File: src/rtl/tick_gen_pkg.sv
// rtl/tick_gen_pkg.sv - shared constants and helpers for the programmable tick generator
package tick_gen_pkg;

    localparam logic MODE_PERIODIC = 1'b0;
    localparam logic MODE_ONESHOT  = 1'b1;

    // Address width for a channel index; a single channel still gets a 1-bit select.
    function automatic int clog2_min1(input int n);
        int w;
        w = 1;
        while ((1 << w) < n) w++;
        return w;
    endfunction

endpackage

File: src/rtl/tick_channel.sv
// rtl/tick_channel.sv - one programmable divider channel with shadowed divisor and one-shot halt
module tick_channel
    import tick_gen_pkg::*;
#(
    parameter int               CNT_W    = 20,
    parameter logic [CNT_W-1:0] DIV_INIT = '0
) (
    input  logic             clk,
    input  logic             reset,
    input  logic             i_step,
    input  logic             i_en,
    input  logic             i_mode,
    input  logic             i_clr,
    input  logic             i_load,
    input  logic [CNT_W-1:0] i_load_div,
    output logic             o_tick,
    output logic             o_done,
    output logic [CNT_W-1:0] o_cnt
);

    logic [CNT_W-1:0] r_cnt;
    logic [CNT_W-1:0] r_div_act;
    logic [CNT_W-1:0] r_div_shd;
    logic             r_tick;
    logic             r_done;

    logic             w_adv;
    logic             w_term;
    logic             w_idle;
    logic [CNT_W-1:0] w_next_div;

    // A zero divisor never advances, so cnt stays parked at 0.
    assign w_adv      = i_step & ~r_done & (r_div_act != '0);
    assign w_term     = w_adv & (r_cnt == r_div_act - CNT_W'(1));
    assign w_idle     = (r_cnt == '0) & ~i_en;
    assign w_next_div = i_load ? i_load_div : r_div_shd;

    always_ff @(posedge clk) begin
        if (!reset) begin
            r_cnt     <= '0;
            r_tick    <= 1'b0;
            r_done    <= 1'b0;
            r_div_act <= DIV_INIT;
            r_div_shd <= DIV_INIT;
        end else if (i_clr) begin
            r_cnt     <= '0;
            r_tick    <= 1'b0;
            r_done    <= 1'b0;
            r_div_act <= r_div_shd;
        end else begin
            if (i_load) begin
                r_div_shd <= i_load_div;
            end
            if (w_term) begin
                r_cnt     <= '0;
                r_tick    <= 1'b1;
                r_done    <= (i_mode == MODE_ONESHOT);
                r_div_act <= w_next_div;
            end else begin
                r_tick <= 1'b0;
                if (w_adv) begin
                    r_cnt <= r_cnt + CNT_W'(1);
                end
                if (i_load && w_idle) begin
                    r_div_act <= i_load_div;
                end
                if (r_done && (i_mode == MODE_PERIODIC)) begin
                    r_done <= 1'b0;
                end
            end
        end
    end

    assign o_tick = r_tick;
    assign o_done = r_done;
    assign o_cnt  = r_cnt;

endmodule

File: src/rtl/prog_tick_gen.sv
// rtl/prog_tick_gen.sv - multi-channel programmable tick generator with optional cascading
module prog_tick_gen
    import tick_gen_pkg::*;
#(
    parameter int          NUM_CH  = 2,
    parameter int          CNT_W   = 20,
    parameter int unsigned DIV_RST = 1000000,
    parameter int          CASCADE = 0,
    localparam int         LCH_W   = clog2_min1(NUM_CH)
) (
    input  logic                    clk,
    input  logic                    reset,
    input  logic [NUM_CH-1:0]       en,
    input  logic [NUM_CH-1:0]       mode,
    input  logic [NUM_CH-1:0]       clr,
    input  logic                    load,
    input  logic [LCH_W-1:0]        load_ch,
    input  logic [CNT_W-1:0]        load_div,
    output logic [NUM_CH-1:0]       tick,
    output logic [NUM_CH-1:0]       done,
    output logic [NUM_CH*CNT_W-1:0] cnt
);

    logic [NUM_CH-1:0] w_step;
    logic [NUM_CH-1:0] w_load;

    for (genvar i = 0; i < NUM_CH; i++) begin : g_ch
        // Cascaded channels count the registered tick of their predecessor.
        if ((CASCADE != 0) && (i > 0)) begin : g_casc
            assign w_step[i] = en[i] & tick[i-1];
        end else begin : g_free
            assign w_step[i] = en[i];
        end

        // Out-of-range addresses match no channel and are dropped.
        assign w_load[i] = load & (load_ch == LCH_W'(i));

        tick_channel #(
            .CNT_W    (CNT_W),
            .DIV_INIT (CNT_W'(DIV_RST))
        ) u_ch (
            .clk        (clk),
            .reset      (reset),
            .i_step     (w_step[i]),
            .i_en       (en[i]),
            .i_mode     (mode[i]),
            .i_clr      (clr[i]),
            .i_load     (w_load[i]),
            .i_load_div (load_div),
            .o_tick     (tick[i]),
            .o_done     (done[i]),
            .o_cnt      (cnt[i*CNT_W +: CNT_W])
        );
    end

endmodule
File: config.mk
export PLATFORM = sky130hd
export DESIGN_NAME = prog_tick_gen
export DESIGN_NICKNAME = d
export VERILOG_FILES = /design/src/rtl/tick_gen_pkg.sv /design/src/rtl/tick_channel.sv /design/src/rtl/prog_tick_gen.sv
export SDC_FILE = /design/constraint.sdc
export NUM_CORES = 1
export LEC_CHECK = 0
export BUFFER_PORTS_ARGS = -buffer_cell sky130_fd_sc_hd__buf_2
export CAP_MARGIN = 20
export CORE_MARGIN = 8
export CORE_UTILIZATION = 30
export CTS_CLUSTER_SIZE = 14
export DETAILED_ROUTE_END_ITERATION = 8
export PLACE_DENSITY = 0.58
export SLEW_MARGIN = 10
export SYNTH_ARGS = -nofsm -noshare
export SYNTH_HDL_FRONTEND = slang
export SYNTH_SLANG_ARGS = --single-unit
File: constraint.sdc
create_clock -name clk -period 3.99 [get_ports clk]
set_clock_uncertainty 0.2 [all_clocks]
set_input_delay 0.5985 -clock clk [delete_from_list [all_inputs] [get_ports clk]]
set_output_delay 0.5985 -clock clk [all_outputs]
set_load 0.02 [all_outputs]
==> qor.txt <==
Crit-path slowest cell -> or4b_1
Hold/Removal Path Class -> in2reg
DP Area -> 7804 um^2
final setup TNS -> 0 ns
Startpoint Class -> flop
crit-path max cell delay -> 0.66 ns
post-synthesis cell count -> 904
DRC Markers -> 0
CP endpoint kind -> flop
worst setup path startpoint -> g_ch[1].u_ch.r_div_act[0]$_SDFFE_PN0P_
reg-to-reg startpoint -> g_ch[1].u_ch.r_div_act[0]$_SDFFE_PN0P_
most numerous cell in the Yosys netlist -> nor2_1
initial antenna violation count -> 1
Final Core Density -> 35.63%
clk buf depth -> 2
WHS Endpoint -> g_ch[1].u_ch.o_done$_SDFFE_PP0P_
vias per cell -> 5.133
Synth top area share -> 34.41%
CTS HTree Levels -> 4
I/O Pins -> 74
MaxCap Viol Count -> 0
P per Cell Area -> 385.3 nW/um^2
hold_buf cts -> 0
outcome -> finished clean
post-synthesis cell type count -> 75
Final Hold Viols -> 0
Post-CTS Setup Bufs -> 0
standard-cell rows -> 56
post-cts resize count -> 0
Tmin final -> 3.525 ns
Clock Pin Slew Worst Setup and Hold Paths -> 0.06 ns
drt wl/cell -> 16.24 um
Die Width -> 171.1 um
GR Overflow Total -> 0
Die H -> 171.1 um
fin nets -> 983
FF+latch count, synth -> 124
Starting Density -> 30.64%
Slew headroom -> 36.05%
worst setup path class -> reg2reg
# placed instances -> 1247
vias in the first global route -> 6425
most frequent cells after synthesis -> nor2_1, dfxtp_1, nand2_1
dominant cell type by area after synthesis -> dfxtp_1
dpl hpwl -> 14960 um
clock sinks -> 124
first-pass GRT wire length -> 33580 um
Area Growth Syn to Fin -> 16.29%
routability cong. -> 0.9109
P_leak -> 3.122 nW
starting DRC count in detailed routing -> 605
FFs w/ async S/R, synth -> 0%
period utilisation layout -> 88.34%
Filler cells -> 2475
hold path depth -> 3
maximum vdd drop -> 0.0002425 V
Final Cell Area -> 8388 um^2
full die area -> 29260 um^2
Mean Syn Cell Area -> 7.979 um^2
top cells by area, synth -> dfxtp_1, nor2_1, xnor2_1
CP arrival -> 3.61 ns
CP cell instances -> inv_1 -> ha_1 -> or4b_1 -> or4_1 -> nand3_1 -> o211ai_1 -> nor4_4 -> nand2_4 -> nand2b_2 -> a221oi_1
Synth Warn # -> 0
Final Max Tran Viols -> 0
number of synthesized flops with an enable pin -> 0
R2R depth -> 10
number of port buffers -> 73
Pre-antenna DRT Iters -> 6
Hold Crit Start -> mode[1]
sequential element share of the synthesized area -> 34.41%
Skew-Pair Late Insertion Delay -> 0.43 ns
CP Max Fanout -> 18
CTS root buf -> clkbuf_16
total CTS buffers -> 17
worst slew pin tran -> 0.9582 ns
reg2reg setup slack -> 0.47 ns
final wirelength -> 20750 um
core area -> 23540 um^2
CTS tree -> built
Cell Area, Synth -> 7213 um^2
worst reg2reg endpoint -> g_ch[1].u_ch.r_div_act[0]$_SDFFE_PN0P_
RSZ-0062 raised after global routing -> no
layout cells sized above 1 -> 16.39%
Worst EP required -> 4.08 ns
Mapped Nets -> 940
DR vias -> 6560
largest net degree at the start of global routing -> 36
Synth Flop Type -> dfxtp_1
final non-filler cell total -> 1278
final worst slack -> 0.4651 ns
Tot GR Track Use -> 14.34%
pre-CTS setup slack -> 0.4789 ns
Final setup viols -> 0
final antenna-violating net count -> 0
highest clock rate -> 0.2837 GHz
[cell families after synthesis]
family                   share of synthesized area, %
multiplexers                                    3.192
AND/OR/NAND/NOR                                 27.08
flip-flops                                      34.41
XOR/XNOR                                        10.32
AO/OA/AOI/OAI                                   18.86
adder cells (fa/ha/maj)                         1.041
buffers and inverters                           5.100
[stage by stage]
step	hold WS, ns	total power, mW
2_1_floorplan	0.2398	1.594
3_3_place_gp	0.2481	1.691
3_5_place_dp	0.2570	1.694
4_1_cts	0.1742	3.259
5_1_grt	0.1899	3.358
6_report	0.1847	3.232
[power by group]
| part | switching [mW] | internal, mW |
|---|---|---|
| Sequential | 0.0505 | 1.28 |
| Combinational | 0.208 | 0.136 |
| Clock | 0.558 | 1.00 |
[registers in the layout (all words and copies together) (netlist names)]
register             cells
g_ch.u_ch.o_done         2
g_ch.u_ch.o_cnt         40
g_ch.u_ch.r_div_shd     40
g_ch.u_ch.r_div_act     40
g_ch.u_ch.o_tick         2
[layer usage]
| layer | vias up | share of wire [%] | global-route usage [%] |
|---|---|---|---|
| met4 | 0 | 1.5 | 5.293 |
| met1 | 3077 | 47 | 18.39 |
| met5 | - | 0 | 0 |
| met3 | 23 | 5.3 | 2.696 |
| li1 | 3299 | - | - |
| met2 | 161 | 46 | 23.60 |
[final cells by class]
class | count | area [um^2] | area share, %
Clock inverter | 8 | 117.6 | 1.402
Sequential cell | 124 | 2482 | 29.59
Multi-Input combinational cell | 697 | 4373 | 52.13
Tap cell | 319 | 399.1 | 4.758
Antenna cell | 1 | 2.502 | 0.02983
Clock buffer | 22 | 464.2 | 5.534
Timing Repair Buffer | 88 | 478.0 | 5.698
Inverter | 19 | 71.32 | 0.8502
[worst max-delay path, delay by kind of cell, from the launching register on]
family / cells / cell delay, ns
AO/OA/AOI/OAI: 2 / 0.30
adder cells (fa/ha/maj): 1 / 0.16
buffers and inverters: 1 / 0.07
flip-flops: 1 / 0.35
AND/OR/NAND/NOR: 6 / 2.30
[worst max-delay path by stage]
stage	end	slack, ns	depth (start not counted)
2_1_floorplan	g_ch[0].u_ch.r_div_act[1]$_SDFFE_PN0P_	0.77	12
3_3_place_gp	g_ch[0].u_ch.r_div_act[1]$_SDFFE_PN0P_	0.50	10
3_5_place_dp	g_ch[1].u_ch.r_div_act[1]$_SDFFE_PN0P_	0.48	10
4_1_cts	g_ch[1].u_ch.r_div_act[0]$_SDFFE_PN0P_	0.46	10
5_1_grt	g_ch[1].u_ch.r_div_act[1]$_SDFFE_PN0P_	0.26	10
6_report	g_ch[1].u_ch.r_div_act[0]$_SDFFE_PN0P_	0.47	10
[placed cells by master, fill, tap and decap left out, types with 5 or more instances in the layout]
cell type / count
a21oi_1: 59
and2_1: 6
nor2b_1: 7
and3_1: 13
dfxtp_1: 124
xnor2_1: 51
clkbuf_16: 17
a221oi_2: 9
o221a_2: 9
xor2_1: 34
nand4_1: 18
nand2_1: 78
a2bb2oi_1: 14
or4_1: 5
buf_4: 15
inv_1: 19
nor4_1: 14
ha_1: 6
nand3_1: 31
nor2_1: 140
buf_2: 73
o21ai_0: 57
mux2i_1: 23
a221oi_1: 5
nor3_1: 25
or3_1: 10
a211oi_1: 6
Power figures use the tool's default switching activity.
